### config.mk
export PLATFORM = sky130hd
export DESIGN_NAME = regfile_wb_arbiter_flat
export DESIGN_NICKNAME = d
export VERILOG_FILES = /design/src/rtl/regfile_wb_arbiter_if.sv /design/src/rtl/regfile_wb_arbiter.sv /design/src/flat_wrapper.sv
export SDC_FILE = /design/constraint.sdc
export NUM_CORES = 1
export LEC_CHECK = 0
export ABC_CLOCK_PERIOD_IN_PS = 5000
export BUFFER_PORTS_ARGS = -buffer_cell sky130_fd_sc_hd__buf_2
export CAP_MARGIN = 30
export CORE_ASPECT_RATIO = 0.6
export CORE_UTILIZATION = 51
export DETAILED_ROUTE_END_ITERATION = 7
export PLACE_DENSITY = 0.94
export SLEW_MARGIN = 20
export SYNTH_ARGS = -nofsm -noshare
export SYNTH_HDL_FRONTEND = slang
export SYNTH_SLANG_ARGS = --single-unit
### constraint.sdc
create_clock -name clk -period 5 [get_ports clk]
set_input_delay 0.5 -clock clk [delete_from_list [all_inputs] [get_ports clk]]
set_output_delay 0.5 -clock clk [all_outputs]
set_load 0.05 [all_outputs]
### src/rtl/regfile_wb_arbiter_if.sv
// Write-back request bus shared by the two result sources (A: execute, B: load/multi-cycle).
// Requester asserts valid with stable reg/data; a transfer happens on a cycle where valid && ready.
interface regfile_wb_arbiter_if #(
    parameter int ADDRSIZE = 5,
    parameter int WORDSIZE = 32
);
    logic                aValid;
    logic [ADDRSIZE-1:0] aReg;
    logic [WORDSIZE-1:0] aData;
    logic                aReady;
    logic                bValid;
    logic [ADDRSIZE-1:0] bReg;
    logic [WORDSIZE-1:0] bData;
    logic                bReady;

    modport master (
        output aValid, aReg, aData, bValid, bReg, bData,
        input  aReady, bReady
    );

    modport slave (
        input  aValid, aReg, aData, bValid, bReg, bData,
        output aReady, bReady
    );
endinterface

### src/rtl/regfile_wb_arbiter.sv
// Round-robin arbiter for the register file write port: one-entry registered output stage,
// x0 write suppression, read-after-write hazard flags and a saturating contention counter.
module regfile_wb_arbiter #(
    parameter int ADDRSIZE = 5,
    parameter int WORDSIZE = 32,
    parameter int CNTSIZE  = 16
) (
    input  logic                clk,
    input  logic                reset,
    regfile_wb_arbiter_if.slave wb,
    input  logic [ADDRSIZE-1:0] readReg1,
    input  logic [ADDRSIZE-1:0] readReg2,
    output logic                regWrite,
    output logic [ADDRSIZE-1:0] writeReg,
    output logic [WORDSIZE-1:0] writeData,
    output logic                hazard1,
    output logic                hazard2,
    output logic [CNTSIZE-1:0]  conflictCount,
    output logic                grantState
);

    typedef enum logic {GRANT_A = 1'b0, GRANT_B = 1'b1} grant_t;

    grant_t              lastGrant;
    grant_t              lastGrantNext;
    logic                aGrant;
    logic                bGrant;
    logic                xfer;
    logic [ADDRSIZE-1:0] xferReg;
    logic [WORDSIZE-1:0] xferData;

    assign wb.aReady  = aGrant;
    assign wb.bReady  = bGrant;
    assign grantState = lastGrant;

    // On a tie the requester that did not win last time is granted.
    always_comb begin
        aGrant        = 1'b0;
        bGrant        = 1'b0;
        lastGrantNext = lastGrant;
        xferReg       = wb.aReg;
        xferData      = wb.aData;
        if (!reset) begin
            if (wb.aValid && (!wb.bValid || lastGrant == GRANT_B)) begin
                aGrant        = 1'b1;
                lastGrantNext = GRANT_A;
            end else if (wb.bValid) begin
                bGrant        = 1'b1;
                lastGrantNext = GRANT_B;
                xferReg       = wb.bReg;
                xferData      = wb.bData;
            end
        end
    end

    assign xfer = aGrant || bGrant;

    always_ff @(posedge clk) begin
        if (reset) begin
            lastGrant     <= GRANT_B;
            regWrite      <= 1'b0;
            writeReg      <= '0;
            writeData     <= '0;
            conflictCount <= '0;
        end else begin
            lastGrant <= lastGrantNext;
            // x0 transfers are accepted but never reach the register file.
            regWrite  <= xfer && (xferReg != '0);
            if (xfer && (xferReg != '0)) begin
                writeReg  <= xferReg;
                writeData <= xferData;
            end
            if (wb.aValid && wb.bValid && (conflictCount != {CNTSIZE{1'b1}}))
                conflictCount <= conflictCount + 1'b1;
        end
    end

    always_comb begin
        hazard1 = 1'b0;
        hazard2 = 1'b0;
        if (!reset && readReg1 != '0)
            hazard1 = (regWrite && writeReg == readReg1) ||
                      (wb.aValid && wb.aReg == readReg1) ||
                      (wb.bValid && wb.bReg == readReg1);
        if (!reset && readReg2 != '0)
            hazard2 = (regWrite && writeReg == readReg2) ||
                      (wb.aValid && wb.aReg == readReg2) ||
                      (wb.bValid && wb.bReg == readReg2);
    end

endmodule

### src/flat_wrapper.sv
// flat-port wrapper written by rule: the top's interface ports become plain ports
module regfile_wb_arbiter_flat 
#(
    parameter int ADDRSIZE = 5,
    parameter int WORDSIZE = 32,
    parameter int CNTSIZE  = 16
)
  (clk, reset, readReg1, readReg2, regWrite, writeReg, writeData, hazard1, hazard2, conflictCount, grantState, wb_aValid, wb_aReg, wb_aData, wb_bValid, wb_bReg, wb_bData, wb_aReady, wb_bReady);
  regfile_wb_arbiter_if #(.ADDRSIZE(ADDRSIZE), .WORDSIZE(WORDSIZE)) wb_i ();
  input  logic clk;
  input  logic reset;
  input  logic [ADDRSIZE-1:0] readReg1;
  input  logic [ADDRSIZE-1:0] readReg2;
  output logic regWrite;
  output logic [ADDRSIZE-1:0] writeReg;
  output logic [WORDSIZE-1:0] writeData;
  output logic hazard1;
  output logic hazard2;
  output logic [CNTSIZE-1:0] conflictCount;
  output logic grantState;
  input wire logic [$bits(wb_i.aValid)-1:0] wb_aValid;
  input wire logic [$bits(wb_i.aReg)-1:0] wb_aReg;
  input wire logic [$bits(wb_i.aData)-1:0] wb_aData;
  input wire logic [$bits(wb_i.bValid)-1:0] wb_bValid;
  input wire logic [$bits(wb_i.bReg)-1:0] wb_bReg;
  input wire logic [$bits(wb_i.bData)-1:0] wb_bData;
  output wire logic [$bits(wb_i.aReady)-1:0] wb_aReady;
  output wire logic [$bits(wb_i.bReady)-1:0] wb_bReady;
  assign wb_i.aValid = wb_aValid;
  assign wb_i.aReg = wb_aReg;
  assign wb_i.aData = wb_aData;
  assign wb_i.bValid = wb_bValid;
  assign wb_i.bReg = wb_bReg;
  assign wb_i.bData = wb_bData;
  assign wb_aReady = wb_i.aReady;
  assign wb_bReady = wb_i.bReady;
  regfile_wb_arbiter #(.ADDRSIZE(ADDRSIZE), .WORDSIZE(WORDSIZE), .CNTSIZE(CNTSIZE)) u_core (.clk(clk), .reset(reset), .wb(wb_i), .readReg1(readReg1), .readReg2(readReg2), .regWrite(regWrite), .writeReg(writeReg), .writeData(writeData), .hazard1(hazard1), .hazard2(hazard2), .conflictCount(conflictCount), .grantState(grantState));
endmodule
==> results of run 1 <==
## cell usage in the layout (no fill, tap or decap), types with 2 or more instances in the layout
| cell type | n |
|---|---|
| buf_2 | 147 |
| mux2i_1 | 69 |
| dfxtp_1 | 55 |
| nand2_1 | 48 |
| xor2_1 | 24 |
| nor2_1 | 16 |
| nand3_1 | 12 |
| a21oi_1 | 12 |
| nor4_1 | 11 |
| mux2_2 | 10 |
| o21ai_0 | 7 |
| nor2b_1 | 7 |
| xnor2_1 | 6 |
| nor3_1 | 6 |
| clkbuf_8 | 5 |
| or4_1 | 4 |
| o31ai_1 | 4 |
| nand4_1 | 4 |
| inv_1 | 3 |
| a211oi_1 | 3 |
| and3_1 | 2 |
| a31oi_1 | 2 |
| or2_2 | 2 |
| and2_1 | 2 |
| and4_1 | 2 |
| or3_2 | 2 |
| or3_1 | 2 |
| o311ai_0 | 2 |
| buf_4 | 2 |
## stage by stage
step / power (W) / utilization, % / hold slack (ns)
floorplan: 0.000743 / - / 0.660
global placement: 0.000838 / 68.2 / 0.446
detailed placement: 0.000850 / 68.3 / 0.452
CTS: 0.00111 / 70.1 / 0.446
global route: 0.00115 / 70.1 / 0.445
finish: 0.00111 / 70.1 / 0.447
## final timing paths
check / endpoint / from / slack, ns / depth (start not counted)
max: u_core.writeData[23] / reset / 2.06 / 5
max reg2reg: u_core.writeData[23] / u_core.grantState / 2.38 / 4
min reg2reg: u_core.writeData[28] / u_core.writeData[28] / 0.47 / 2
min: u_core.writeData[22] / wb_aData[22] / 0.45 / 3
## flip-flops by register name, summed over array words and instances, names as in the netlist
| signal | count |
|---|---|
| u_core.conflictCount | 16 |
| u_core.grantState | 1 |
| u_core.regWrite | 1 |
| u_core.writeData | 32 |
| u_core.writeReg | 5 |
## metal layers
metal  GRT usage, %  part of all wire, %  vias up
met5              0                    0        -
li1               -                    -     1542
met4           8.21                  1.1        0
met2           43.0                   45      160
met1           33.5                   44     1454
met3           7.25                  9.8        9
## power by group through the flow
stage / logic, W / registers [W] / clock network [W]
floorplan: 0.000119 / 0.000624 / 0
global placement: 0.000333 / 0.000506 / 0
detailed placement: 0.000343 / 0.000507 / 0
CTS: 0.000343 / 0.000497 / 0.000270
global route: 0.000363 / 0.000502 / 0.000290
finish: 0.000343 / 0.000498 / 0.000266
## layout make-up
class                      instances  area, sq um
clock buffer                       5         68.8
timing repair buffer             149          751
inverter                           4         15.0
multi-input combinational        276         1980
fill                             475         1730
tap                               80          100
sequential                        55         1100
clock inverter                     3         33.8
## worst max-delay path, cell delays in order
cell and delay, ns:
buf_2 0.40, clkinv_1 0.66, o21ai_1 0.53, a211o_2 0.78, mux2i_1 0.29
## cell families (layout without fill, tap and decap cells)
kind of cell | count (synthesis) | in the layout
AOI/OAI and AO/OA | 40 | 40
xor gates and xnor gates | 30 | 30
adders and majority gates | 1 | 1
buffers and inverters | 23 | 161
DFF | 55 | 55
muxes | 79 | 79
and+or+nand+nor | 126 | 126
==> summary.md, run 1 <==
| Metric | Value |
|---|---|
| GPL Wtd Cong | 0.973 |
| Vias in the first global route | 2,927 |
| Sequential power share | 45.0% |
| Gate power share | 31.0% |
| All-layer global routing usage | 26.2% |
| Top cells by count, synth | 69 x mux2i_1, 55 x dfxtp_1, 48 x nand2_1 |
| HPWL after detailed placement | 6900 microns |
| Clock power frac | 24.0% |
| Critical Path AT | 3.18 ns |
| Worst Max-Slew Pin Slew | 0.898 ns |
| WL per Instance | 15.2 microns |
| Initial antenna violation count | 0 |
| Yosys reg bits | 55 |
| Largest family of logic cells by synthesized area | multiplexers |
| Top-area cell type share of the netlist area | 34.6% |
| CTS Buf Count | 5 |
| Data required, critical path | 5.24 ns |
| IO Count | 147 |
| Final cell count without fillers | 572 |
| Clk Latency, worst-skew pair | 0.31 ns |
| Fraction of registers with async set/reset | 0% |
| RSZ-0062 raised after global routing | no |
| Most frequent cell after synthesis | mux2i_1 |
| Synth Area in Compound Gates | 8.07% |
| Hold Crit Class | in -> reg |
| Nets | 580 |
| Width of the die | 104 microns |
| Layout cells sized above 1 | 36.0% |
| PortBufs | 146 |
| Clock root buffer | clkbuf_8 |
| Post-synth EDFFs | 0 |
| Final Hold Vio Count | 0 |
| Via-to-Cell Ratio | 5.53 |
| Post-CTS Setup Inserts | 0 |
| Ys flop type | dfxtp_1 |
| Clock transition at path regs | 0.12 ns |
| Max transition margin | 40.1% |
| Clock sink total | 55 |
| Internal power | 0.000688 W |
| Post-DRT Antenna Nets | 0 |
| # Max-Cap Violations | 0 |
| DRC | 0 |
| P_leak | 1.97 nW |
| First-pass GRT wire length | 13,800 microns |
| DP Area | 3950 sq um |
| Core box area | 5780 sq um |
| # diodes | 0 |
| Cell Pwr Density | 273 nW/um^2 |
| DRT Pass-1 Iters | 5 |
| Crit path max fanout | 33 |
| GR Overflow Total | 0 |
| Initial core utilization | 55.0% |
| Outcome | completed |
| Post-Syn Area per Cell | 8.98 sq um |
| Synthesized instance count | 354 |
| Post-route cell area | 4050 sq um |
| Proportion of synthesized area in mux cells | 25.3% |
| Post-Synth Simple-Gate Area | 20.0% |
| Post-CTS sizing | 0 |
| P&R area growth vs syn | 27.5% |
| Bufs on Longest Clock Path | 2 |
| Netlist cell types | 47 |
| Post-synthesis adder-cell area fraction | 0.394% |
| Syn. warnings | 0 |
| Max Slew Vio Count | 0 |
| Final period util | 58.8% |
| DR iter-0 viols | 194 |
| Crit. End Element | flip-flop |
| Row cnt | 21 |
| Final wirelength | 8710 microns |
| Pin count of the biggest net entering global routing | 34 |
| Post-Syn Area | 3180 sq um |
| CP startpoint kind | input pin |
| Fin Clk Skew | 0.00955 ns |
| Pre-CTS setup slack | 1.72 ns |
| Setup TNS | 0 ns |
| Sw Ratio | 37.8% |
| Sw Pwr | 0.000418 W |
| Final setup fails | 0 |
| Final worst slack | 2.06 ns |
| Hold bufs inserted after CTS | 0 |
| TritonCTS clock tree | built |
| Syn_nets | 443 |
| CTS H-tree lvls | 2 |
| Sequential fraction of the synthesis area | 34.6% |
| Placed Cells | 564 |
| Post-layout minimum cycle time | 2.94 ns |
| F_max | 340 MHz |
| Area contributors post-synth | dfxtp_1 35%, mux2i_1 22%, xor2_1 6.6%, nand2_1 5.7%, mux2_2 3.5% |
| Via Count | 3,165 |
| Crit path kind | in -> reg |
| Die area | 6560 sq um |
| Die Ht | 63.2 microns |
| Worst-case vdd ir drop | 0.184 mV |
| Post-synthesis xor/xnor area fraction | 8.26% |
| Leading area contributor after synthesis | dfxtp_1 |
(Power assumes the default switching activity.)
==> run 2: changes to the inputs <==
ABC_CLOCK_PERIOD_IN_PS = 2800   (was 5000)
CORE_UTILIZATION = 47   (was 51)
PLACE_DENSITY = 0.88   (was 0.94)
clock period = 2.8 ns   (was 5 ns; I/O delays follow)
==> summary.md, run 2 (synthesis gave the netlist of run 1 again) <==
| Metric | Value |
|---|---|
| Outcome | completed |
| Sw Ratio | 35.4% (-2.4 points) |
| Core box area | 6330 sq um (+9.5%) |
| Via Count | 3,207 (+1.3%) |
| Max transition margin | 38.6% (-1.6 points) |
| Initial core utilization | 50.2% (-4.8 points) |
| Post-route cell area | 4130 sq um (+2.0%) |
| HPWL after detailed placement | 6970 microns (+0.96%) |
| Post-CTS sizing | 0 (unchanged) |
| Worst-case vdd ir drop | 0.317 mV (+73%) |
| Max Slew Vio Count | 0 (unchanged) |
| Sequential power share | 41.4% (-3.6 points) |
| Fin util | 65.3% (-4.8 points) |
| Bufs on Longest Clock Path | 2 (unchanged) |
| Pin count of the biggest net entering global routing | 34 (unchanged) |
| Gate power share | 28.7% (-2.3 points) |
| DRC | 0 (unchanged) |
| Data required, critical path | 2.52 ns (-2.72 ns) |
| Die Ht | 65.7 microns (+4.0%) |
| GR Overflow Total | 0 (unchanged) |
| Clock transition at path regs | 0.08 ns (-0.04 ns) |
| Final Hold Vio Count | 0 (unchanged) |
| # diodes | 0 (unchanged) |
| Hold Crit Class | in -> reg |
| DR iter-0 viols | 173 (-11%) |
| Post-layout minimum cycle time | 2.14 ns |
| TritonCTS clock tree | built |
| Final period util | 76.5% |
| WL per Instance | 15.5 microns (+2.0%) |
| Width of the die | 108 microns (+4.1%) |
| Clock sink total | 55 (unchanged) |
| PortBufs | 146 (unchanged) |
| IO Count | 147 (unchanged) |
| Wire length on met3 | 760 microns (-11%) |
| Post-CTS Setup Inserts | 0 (unchanged) |
| Sw Pwr | 0.000758 W (+81%) |
| Commonest cells after routing, fill and taps aside | 146 x buf_2, 69 x mux2i_1, 55 x dfxtp_1 |
| Internal power | 0.00138 W (+100%) |
| DP Area | 3980 sq um (+0.76%) |
| CP startpoint kind | flip-flop |
| Layout cells sized above 1 | 36.4% (+0.39 points) |
| First-pass GRT wire length | 14,300 microns (+3.7%) |
| CTS Buf Count | 5 (unchanged) |
| Clock power frac | 29.9% (+5.9 points) |
| Most common cell after layout, fill and taps aside | buf_2 |
| Routed wire length on met2 | 4340 microns (+10%) |
| P&R area growth vs syn | 30.0% |
| Initial antenna violation count | 0 (unchanged) |
| CTS H-tree lvls | 2 (unchanged) |
| Via-to-Cell Ratio | 5.54 (+0.10%) |
| Clk Latency, worst-skew pair | 0.29 ns (-0.02 ns) |
| Hold bufs inserted after CTS | 0 (unchanged) |
| Vias in the first global route | 3,007 (+2.7%) |
| Final setup fails | 0 (unchanged) |
| Crit path kind | reg -> out |
| Crit. End Element | output pin |
| Cell Pwr Density | 518 nW/um^2 (+90%) |
| GPL Wtd Cong | 0.871 (-11%) |
| Clock root buffer | clkbuf_16 |
| P_leak | 2.01 nW (+2.0%) |
| R2R Path Start | u_core.conflictCount[0] |
| # Max-Cap Violations | 0 (unchanged) |
| Critical Path AT | 1.86 ns (-1.32 ns) |
| M1 WL | 3830 microns (-0.10%) |
| Die area | 7110 sq um (+8.3%) |
| Worst Setup SP | u_core.writeReg[3] |
| Max layer used | met4 |
| Most flops, register | u_core.writeData |
| Worst Max-Slew Pin Slew | 0.921 ns (+0.0235 ns) |
| Fin Clk Skew | 0.00555 ns (-0.00400 ns) |
| All-layer global routing usage | 26.0% (-0.20 points) |
| Biggest regs | u_core.writeData: 32 flops, u_core.conflictCount: 16 flops, u_core.writeReg: 5 flops |
| Nets | 583 (+0.52%) |
| Largest register FFs | 32 (unchanged) |
| DRT Pass-1 Iters | 5 (unchanged) |
| Post-DRT Antenna Nets | 0 (unchanged) |
| Crit path max fanout | 5 (-85%) |
| Row cnt | 22 (+4.8%) |
| F_max | 467 MHz |
| Final wirelength | 8990 microns (+3.2%) |
| Setup TNS | 0 ns (unchanged) |
| RSZ-0062 raised after global routing | no |
| Source of the worst hold timing path | wb_aData[18] |
## run 2: cell count changes in the layout (fill, tap and decap cells not counted), sizes merged
| cell | before | now |
|---|---|---|
| buf | 149 | 152 |
## run 2: final timing paths
path | slack [ns] | cells past startpoint | to
worst max-delay path | 0.66 | 5 | hazard1
worst min-delay path | 0.26 | 3 | u_core.writeData[18]
worst max register to register | 0.68 | 6 | u_core.conflictCount[0]
worst min register to register | 0.46 | 2 | u_core.writeData[18]
## run 2: layout make-up
| type | instances | area (sq um) |
|---|---|---|
| clock buffers | 5 | 125 |
| well taps | 84 | 105 |
| multi-input cells | 276 | 1980 |
| inverters | 4 | 15.0 |
| repair buffers | 152 | 776 |
| fillers | 539 | 2200 |
| flip-flops and latches | 55 | 1100 |
| clock inverters | 3 | 28.8 |
## run 2: worst max-delay path: stages (launching register included)
cell     delay, ns
dfxtp_1       0.50
xor2_1        0.12
nor4_1        0.33
nand3_1       0.13
a31oi_1       0.21
buf_2         0.29
## run 2: metal layers
layer,GRT usage [%],vias up
li1,-,1550
met1,32.3,1501
met2,46.1,150
met3,5.85,6
met4,5.48,0
met5,0,-
## run 2: stage by stage
stage	worst slack [ns]	power, W	instances	hold slack, ns
floorplan	0.418	0.00133	354	0.440
global placement	0.666	0.00150	571	0.443
detailed placement	0.581	0.00152	571	0.451
CTS	0.673	0.00216	579	0.258
global route	0.548	0.00225	579	0.265
finish	0.657	0.00214	579	0.261
## run 2: power by group through the flow
stage	sequential (W)	combinational, W	clock, W
after floorplan	0.00111	0.000213	0
after global placement	0.000902	0.000599	0
after detailed placement	0.000904	0.000616	0
after CTS	0.000887	0.000617	0.000652
after global routing	0.000895	0.000656	0.000695
final	0.000887	0.000614	0.000641
==> run 3: changes to the inputs <==
ABC_CLOCK_PERIOD_IN_PS = 2100   (was 2800)
clock period = 2.1 ns   (was 2.8 ns; I/O delays follow)
==> summary.md, run 3 (synthesis gave the netlist of run 1 again) <==
| Metric | Value |
|---|---|
| Outcome | completed |
| GR Overflow Total | 0 (unchanged) |
| DRC | 0 (unchanged) |
| HPWL after detailed placement | 6590 microns (-5.5%) |
| Hold bufs inserted after CTS | 0 (unchanged) |
| DR iter-0 viols | 214 (+24%) |
| Commonest cells after routing, fill and taps aside | 145 x buf_2, 69 x mux2i_1, 53 x dfxtp_1 |
| WL per Instance | 14.7 microns (-5.2%) |
| CP cell instances | xor2_1, nor4_1, nand3_1, a31oi_2, buf_2 |
| Met2 usage | 41.9% (-4.2 points) |
| Max transition margin | 66.8% (+28 points) |
| Internal power | 0.00197 W (+42%) |
| Sequential power share | 40.0% (-1.4 points) |
| Power, Total | 0.00296 W (+38%) |
| All-layer global routing usage | 24.9% (-1.1 points) |
| Worst-case vdd ir drop | 0.398 mV (+25%) |
| CTS H-tree lvls | 2 (unchanged) |
| DRT Pass-1 Iters | 4 (-1) |
| Worst Max-Slew Pin Slew | 0.496 ns (-0.426 ns) |
| IO Count | 147 (unchanged) |
| Die Ht | 65.7 microns (unchanged) |
| Crit path max fanout | 5 (unchanged) |
| PortBufs | 146 (unchanged) |
| P&R area growth vs syn | 32.5% |
| Fin Clk Skew | 0.00622 ns (+0.000673 ns) |
| GPL Wtd Cong | 0.949 (+9.0%) |
| Post-layout minimum cycle time | 1.95 ns |
| Post-route cell area | 4210 sq um (+1.9%) |
| CTS Buf Count | 5 (unchanged) |
| Die area | 7110 sq um (unchanged) |
| Crit-path max cell delay | 0.49 ns (about the same) |
| Clock transition at path regs | 0.07 ns (about the same) |
| Post-DRT Antenna Nets | 0 (unchanged) |
| Final Hold Vio Count | 0 (unchanged) |
| Vias in the first global route | 2,996 (-0.37%) |
| Via Count | 3,197 (-0.31%) |
| Sw Ratio | 33.5% (-1.9 points) |
| Sw Pwr | 0.000992 W (+31%) |
| Initial antenna violation count | 0 (unchanged) |
| Cell Pwr Density | 703 nW/um^2 (+36%) |
| Placed Cells | 573 (+0.35%) |
| Final cell count without fillers | 581 (+0.35%) |
| Clk Latency, worst-skew pair | 0.29 ns (about the same) |
| Width of the die | 108 microns (unchanged) |
| Largest register FFs | 32 (unchanged) |
| Slowest stage cell, crit path | dfxtp_1 |
| RSZ-0062 raised after global routing | no |
| Layout cells sized above 1 | 37.6% (+1.3 points) |
| Final setup fails | 0 (unchanged) |
| DP Area | 4040 sq um (+1.4%) |
| Initial core utilization | 50.2% (unchanged) |
| # diodes | 0 (unchanged) |
| Crit. End Element | output pin |
| Final period util | 92.8% |
| Most flops, register | u_core.writeData |
| Data required, critical path | 1.89 ns (-0.63 ns) |
| Setup TNS | 0 ns (unchanged) |
| Pin count of the biggest net entering global routing | 35 (+2.9%) |
| FILL cells | 511 (-5.2%) |
| Nets | 585 (+0.34%) |
| GR Util met3 | 4.66% (-1.2 points) |
| Final wirelength | 8560 microns (-4.8%) |
| F_max | 513 MHz |
| # Max-Cap Violations | 0 (unchanged) |
| Bufs on Longest Clock Path | 2 (unchanged) |
| Clock sink total | 55 (unchanged) |
| Storage cell area | 1100 sq um (+0.23%) |
| Max Slew Vio Count | 0 (unchanged) |
| P_leak | 2.04 nW (+1.4%) |
| Most common cell after layout, fill and taps aside | buf_2 |
| Gate power share | 28.0% (-0.7 points) |
| Biggest regs | u_core.writeData: 32 flops, u_core.conflictCount: 16 flops, u_core.writeReg: 5 flops |
| Hold Crit Class | in -> reg |
| Crit path kind | reg -> out |
| Critical Path AT | 1.74 ns (-0.12 ns) |
| TritonCTS clock tree | built |
| CP startpoint kind | flip-flop |
| Row cnt | 22 (unchanged) |
| Clock power frac | 32.1% (+2.2 points) |
| Via-to-Cell Ratio | 5.50 (-0.65%) |
| Core box area | 6330 sq um (unchanged) |
| Post-CTS Setup Inserts | 0 (unchanged) |
| GR peak layer | met2 |
| Clock root buffer | clkbuf_16 |
| First-pass GRT wire length | 13,900 microns (-2.8%) |
| Footprint of the multi-input gates | 2000 sq um (+0.76%) |
| Met1 GRT Util | 32.2% (about the same) |
run 3: cell types whose count changed in the layout (fill, tap and decap cells not counted), sizes merged:
| cell | previous run | this run |
|---|---|---|
| buf | 152 | 153 |
| bufinv | 0 | 1 |
| clkbuf | 5 | 6 |
| clkinv | 3 | 2 |
run 3: worst paths after layout:
path / slack, ns / cells past startpoint / to / start
min: 0.19 / 3 / u_core.writeData[25] / wb_aData[25]
max: 0.15 / 5 / hazard1 / u_core.writeReg[3]
max reg2reg: 0.17 / 5 / u_core.conflictCount[14] / u_core.conflictCount[0]
min reg2reg: 0.46 / 2 / u_core.writeData[16] / u_core.writeData[16]
run 3: what timing repair did:
item,4_1_cts,5_1_grt
gates resized for setup,0,1
endpoints found under the hold margin,0,0
setup endpoints to repair,0,1
run 3: layer usage:
metal | vias up | share of wire, %
met5 | - | 0
met4 | 0 | 1.6
met3 | 15 | 8.0
met2 | 157 | 45
met1 | 1471 | 45
li1 | 1554 | -
run 3: power groups by stage:
stage	logic, W	registers, W	clock network (W)
6_report	0.000828	0.00118	0.000949
3_3_place_gp	0.000807	0.00120	0
3_5_place_dp	0.000828	0.00120	0
5_1_grt	0.000881	0.00119	0.00102
4_1_cts	0.000829	0.00118	0.000973
2_1_floorplan	0.000286	0.00149	0
run 3: final cells by class:
type / instances / share of cell area [%]
Multi-Input combinational cell: 276 / 47.4
Sequential cell: 55 / 26.2
Timing Repair Buffer: 154 / 19.4
Clock buffer: 5 / 2.97
Tap cell: 84 / 2.49
Clock inverter: 3 / 1.13
Inverter: 4 / 0.356
run 3: worst max-delay path: cells and delay by family, from the launching register on:
family | cells | cell delay [ns]
buffers and inverters | 1 | 0.28
and+or+nand+nor | 2 | 0.41
xor gates and xnor gates | 1 | 0.11
DFF | 1 | 0.49
AOI/OAI and AO/OA | 1 | 0.16
run 3: stage by stage:
stage | worst slack (ns) | utilization (%) | hold WS (ns)
2_1_floorplan | 0.0293 | - | 0.370
3_3_place_gp | 0.252 | 63.8 | 0.442
3_5_place_dp | 0.204 | 63.8 | 0.451
4_1_cts | 0.163 | 66.5 | 0.186
5_1_grt | 0.0125 | 66.5 | 0.199
6_report | 0.151 | 66.5 | 0.190
